[config.mk]
export PLATFORM = sky130hd
export DESIGN_NAME = lsu_dcache_fill_way_sel
export DESIGN_NICKNAME = d
export VERILOG_FILES = /design/src/rtl/lsu_dcache_fill_way_sel.sv
export SDC_FILE = /design/constraint.sdc
export NUM_CORES = 1
export LEC_CHECK = 0
export CAP_MARGIN = 10
export CORE_UTILIZATION = 40
export DETAILED_ROUTE_END_ITERATION = 16
export DONT_BUFFER_PORTS = 1
export GPL_TIMING_DRIVEN = 0
export PLACE_DENSITY = 0.59
export REMOVE_ABC_BUFFERS = 1
export SYNTH_ARGS = -nofsm -noshare
export SYNTH_HDL_FRONTEND = slang
export SYNTH_SLANG_ARGS = --single-unit
[constraint.sdc]
create_clock -name clk -period 2.7 [get_ports clk]
set_input_delay 0.27 -clock clk [delete_from_list [all_inputs] [get_ports clk]]
set_output_delay 0.27 -clock clk [all_outputs]
set_load 0.02 [all_outputs]
[src/rtl/lsu_dcache_fill_way_sel.sv]
// D-cache fill replacement controller.
// Accepts a line-fill request, reads the set's valid bits one cycle later and
// picks the lowest-numbered invalid way, or a pseudo-random victim from a
// 5-bit LFSR when every way is valid. The choice is held until acknowledged.
module lsu_dcache_fill_way_sel #(
    parameter int         IDX_W   = 7,
    parameter logic [4:0] LFSR_SD = 5'b11111
) (
    input  logic             clk,
    input  logic             rst_l,
    input  logic             fill_req_vld,
    input  logic [IDX_W-1:0] fill_req_idx,
    output logic             fill_req_rdy,
    output logic             vld_rd_en,
    output logic [IDX_W-1:0] vld_rd_idx,
    input  logic [3:0]       vld_rd_data,
    input  logic             fill_cancel,
    output logic             fill_way_vld,
    output logic [1:0]       fill_way,
    output logic [IDX_W-1:0] fill_way_idx,
    output logic             fill_evict,
    input  logic             fill_way_ack
);

    typedef enum logic [1:0] {
        ST_IDLE    = 2'd0,
        ST_WAIT    = 2'd1,
        ST_PRESENT = 2'd2
    } state_t;

    state_t           state_p0;
    state_t           state_nxt;
    logic [IDX_W-1:0] req_idx_p0;
    logic [4:0]       lfsr_p0;
    logic [1:0]       fill_way_p1;
    logic [IDX_W-1:0] fill_way_idx_p1;
    logic             fill_evict_p1;
    logic             all_vld;
    logic             sel_en;
    logic [1:0]       sel_way;

    // Lowest-numbered way whose valid bit is clear (caller guarantees one exists).
    function automatic logic [1:0] first_invalid(input logic [3:0] v);
        logic [1:0] w;
        w = 2'd3;
        for (int i = 3; i >= 0; i--) begin
            if (!v[i]) w = 2'(i);
        end
        return w;
    endfunction

    // x^5 + x^3 + 1, shift left; never reaches zero from a nonzero seed.
    function automatic logic [4:0] lfsr_next(input logic [4:0] q);
        return {q[3:0], q[1] ^ q[4]};
    endfunction

    // Victim way drawn from two non-adjacent LFSR taps.
    function automatic logic [1:0] lfsr_way(input logic [4:0] q);
        return {q[0], q[2]};
    endfunction

    assign all_vld = &vld_rd_data;
    assign sel_en  = (state_p0 == ST_WAIT) && !fill_cancel;
    assign sel_way = all_vld ? lfsr_way(lfsr_p0) : first_invalid(vld_rd_data);

    // State register.
    always_ff @(posedge clk) begin
        if (!rst_l) state_p0 <= ST_IDLE;
        else        state_p0 <= state_nxt;
    end

    // Next-state logic; ack takes priority over cancel in PRESENT.
    always_comb begin
        state_nxt = state_p0;
        case (state_p0)
            ST_IDLE:    if (fill_req_vld) state_nxt = ST_WAIT;
            ST_WAIT:    state_nxt = fill_cancel ? ST_IDLE : ST_PRESENT;
            ST_PRESENT: if (fill_way_ack || fill_cancel) state_nxt = ST_IDLE;
            default:    state_nxt = ST_IDLE;
        endcase
    end

    // Moore/Mealy outputs decoded from state.
    always_comb begin
        fill_req_rdy = (state_p0 == ST_IDLE);
        vld_rd_en    = (state_p0 == ST_IDLE) && fill_req_vld;
        fill_way_vld = (state_p0 == ST_PRESENT);
    end

    assign vld_rd_idx = fill_req_idx;

    // ---- stage p0: request capture ----
    // Index is latched on accept; it does not need a reset value.
    always_ff @(posedge clk) begin
        if ((state_p0 == ST_IDLE) && fill_req_vld) req_idx_p0 <= fill_req_idx;
    end

    // ---- stage p1: way selection result and LFSR advance ----
    // Selection is registered in WAIT; a cancelled WAIT leaves outputs and LFSR untouched.
    always_ff @(posedge clk) begin
        if (!rst_l) begin
            fill_way_p1     <= 2'd0;
            fill_way_idx_p1 <= '0;
            fill_evict_p1   <= 1'b0;
            lfsr_p0         <= LFSR_SD;
        end else if (sel_en) begin
            fill_way_p1     <= sel_way;
            fill_way_idx_p1 <= req_idx_p0;
            fill_evict_p1   <= all_vld;
            if (all_vld) lfsr_p0 <= lfsr_next(lfsr_p0);
        end
    end

    assign fill_way     = fill_way_p1;
    assign fill_way_idx = fill_way_idx_p1;
    assign fill_evict   = fill_evict_p1;

endmodule

==> results.cfg <==
[status]
status = completed

[worst_setup_path]
timing.setup.critical_path_class = reg2out
required_ns = 2.43
crit_path_dat_ns = 1.54
reg2reg_to = lfsr_p0[0]
setup_crit_start_kind = flip-flop
reg2reg_slack_ns = 1.11
critical_path.reg2reg.startpoint = state_p0[0]
critical_path_peak_fanout = 8
timing.reg2reg.worst_path_depth = 3
worst_setup_path_end_kind = output pin

[placement]
port_buffers = 0
place_congestion = 0.702
placement.setup.worst_slack_ns = 1.11
place.detailed.hpwl_mm = 1.10
placed_cells = 114

[floorplanning]
io-pin-count = 36
die_area_mm2 = 0.00259
die_y_um = 50.9
rows = 17
die_width_um = 50.9
placeableCoreArea_mm2 = 0.00223
initial_core_util = 0.429

[job]
max_cap_viol_count = 0

[finish]
area_growth_syn_to_layout_pct = 0.784
stdcell_count = 118
final.fill_count = 229
fin_nets = 107
post-route-util = 0.432
post_route_cells_drive_above_1_share = 0.0667
antenna_cells = 0

[sta]
timing_worst_slew_pin_value_ns = 0.846
timing.slew.headroom = 0.433
setup-violations-final = 0
timing.final.ws_setup_ns = 0.889
worst_clock_skew_ns = 0.0128
hold_violations = 0
max_freq_mhz = 552
setup_total_negative_slack_ns = 0
hold_ws_ns = 0.0185
rsz_0062_raised_after_global_routing = no
maxSlewViolCount = 0
finalWorstPathRequiredPeriod_ns = 1.81
layout_worst_path_cycle_share = 0.671

[clock_network]
clock-sinks = 24
cts.reportedPaths.clkPinSlew_ns = 0.14
clk_latency_ns = 0.31
clockRootBuffer = sky130_fd_sc_hd__clkbuf_4
cts_htree_levels = 1
post_cts.repair.setup_buffers = 0
cts_tree = done
clock_tree_buffer_depth = 2
post_cts_hold_buffer_count = 0
cts-buffers-inserted = 3
cts.repair.resized = 0

[yosys]
synth.yosys.warnings = 0
yosys_register_bits = 24
netlist_area_um2 = 957
synth.lib_cells_used.distinct = 26
synth.avg_cell_area_um2 = 9.87
netlist_instances = 97
synth.yosys.seq_area_share = 0.575

[detailed_routing]
remaining_drc_errors = 0
num_vias = 629
initialDrtViolationCount = 18
avgViaCountPerCell = 5.33
drt-total-wl_mm = 1.60
drt-wirelength-per-cell_um = 13.6
first_pass_iters = 4
drtAntennaViolNets = 0

[worst_hold_path]
hold_start = rst_l
min_delay_worst_endpoint = lfsr_p0[4]
hp-class = in2reg
min_path_cells = 1

[power]
power.static_leakage_nw = 0.324
ir_worst_vdd_v = 0.000350
p_per_area_mw_per_mm2 = 704

[grt]
grt_util_all_layers = 0.139
largest_net_degree_at_the_start_of_global_routing = 16
number_of_antenna_violations_at_the_first_check_in_global_routing = 0
globalRoute.totalOverflow = 0
grt_pass1_vias = 609
wire_length_of_the_first_global_routing_pass_mm = 2.68
==> power by group <==
group,internal [mW],total (mW),switching (mW)
Clock,0.150,0.254,0.104
Combinational,0.00862,0.0299,0.0213
Sequential,0.384,0.395,0.0104
==> cells in the final DEF, fill, tap and decap left out, types with 2 or more instances in the layout <==
| cell type | Yosys | final |
|---|---|---|
| sky130_fd_sc_hd__a21oi_1 | 11 | 11 |
| sky130_fd_sc_hd__and2b_1 | 2 | 2 |
| sky130_fd_sc_hd__clkbuf_4 | 0 | 3 |
| sky130_fd_sc_hd__dfxtp_1 | 17 | 17 |
| sky130_fd_sc_hd__edfxtp_1 | 7 | 7 |
| sky130_fd_sc_hd__inv_1 | 3 | 3 |
| sky130_fd_sc_hd__nand2_1 | 20 | 20 |
| sky130_fd_sc_hd__nand3_1 | 6 | 6 |
| sky130_fd_sc_hd__o211ai_1 | 2 | 2 |
| sky130_fd_sc_hd__o21ai_1 | 5 | 5 |
==> registers in the layout, summed over array words and instances (netlist names) <==
register      flops
fill_way_idx      7
req_idx_p0        7
lfsr_p0           5
fill_way          2
state_p0          2
fill_evict        1
==> Yosys cell counts <==
library cell | count | share of area
sky130_fd_sc_hd__o211ai_1 | 2 | 0.016
sky130_fd_sc_hd__xnor2_1 | 1 | 0.0092
sky130_fd_sc_hd__nor3_1 | 1 | 0.0052
sky130_fd_sc_hd__nor2b_1 | 1 | 0.0065
sky130_fd_sc_hd__o2111ai_1 | 1 | 0.0092
sky130_fd_sc_hd__buf_2 | 1 | 0.0052
sky130_fd_sc_hd__nor3b_2 | 1 | 0.013
sky130_fd_sc_hd__nand2_1 | 20 | 0.078
sky130_fd_sc_hd__clkbuf_1 | 1 | 0.0039
sky130_fd_sc_hd__nor2_1 | 1 | 0.0039
sky130_fd_sc_hd__edfxtp_1 | 7 | 0.22
sky130_fd_sc_hd__nand4_1 | 1 | 0.0065
sky130_fd_sc_hd__a21oi_1 | 11 | 0.058
sky130_fd_sc_hd__nor4_2 | 1 | 0.013
sky130_fd_sc_hd__buf_6 | 1 | 0.012
sky130_fd_sc_hd__a31oi_1 | 1 | 0.0065
sky130_fd_sc_hd__o21ai_1 | 5 | 0.026
sky130_fd_sc_hd__inv_1 | 3 | 0.012
sky130_fd_sc_hd__dfxtp_1 | 17 | 0.36
sky130_fd_sc_hd__and4_1 | 1 | 0.0092
sky130_fd_sc_hd__and2b_1 | 2 | 0.016
sky130_fd_sc_hd__and3_1 | 1 | 0.0065
sky130_fd_sc_hd__nand3_1 | 6 | 0.031
sky130_fd_sc_hd__buf_4 | 8 | 0.063
sky130_fd_sc_hd__and2_1 | 1 | 0.0065
sky130_fd_sc_hd__or3b_1 | 1 | 0.0092
==> layer usage <==
metal	track usage	wire length (µm)	vias to the layer above
li1	-	-	314
met3	0.0565	88	0
met4	0.0139	0	0
met2	0.230	770	19
met5	0	0	-
met1	0.174	739	296
==> how the worst max path moves through the flow <==
| stage | end | cells after the start | slack [ns] | from |
|---|---|---|---|---|
| after floorplan | req_idx_p0[0] | 2 | 1.23 | state_p0[1] |
| after global routing | vld_rd_en | 2 | 0.79 | state_p0[0] |
| after global placement | req_idx_p0[5] | 2 | 1.11 | state_p0[0] |
| final | vld_rd_en | 2 | 0.89 | state_p0[0] |
| after detailed placement | req_idx_p0[1] | 2 | 1.11 | state_p0[1] |
| after CTS | vld_rd_en | 2 | 0.85 | state_p0[0] |
==> area by class of cell <==
type	count	area, µm²	area share
inverter	3	11.3	0.0117
clock buffer	3	22.5	0.0233
clock inverter	1	30.0	0.0311
tap	28	35.0	0.0363
sequential	24	551	0.571
multi-input combinational	59	315	0.327
==> logic make-up after synthesis <==
kind of cell    Yosys count  share of synthesized area
simple gates             38                      0.205
flops                    24                      0.575
compound gates           20                      0.115
buf+inv                  14                     0.0954
xor+xnor                  1                    0.00915
==> per-stage QoR <==
step | area, µm² | power, mW
floorplan | 877 | 0.426
global placement | 912 | 0.432
detailed placement | 912 | 0.433
CTS | 965 | 0.687
global route | 965 | 0.706
finish | 965 | 0.679
==> worst max-delay path: stages, from the launching register on <==
cell	delay (ns)
sky130_fd_sc_hd__dfxtp_1	0.36
sky130_fd_sc_hd__nor2_1	0.37
sky130_fd_sc_hd__and2_1	0.52
(Power assumes the default switching activity.)
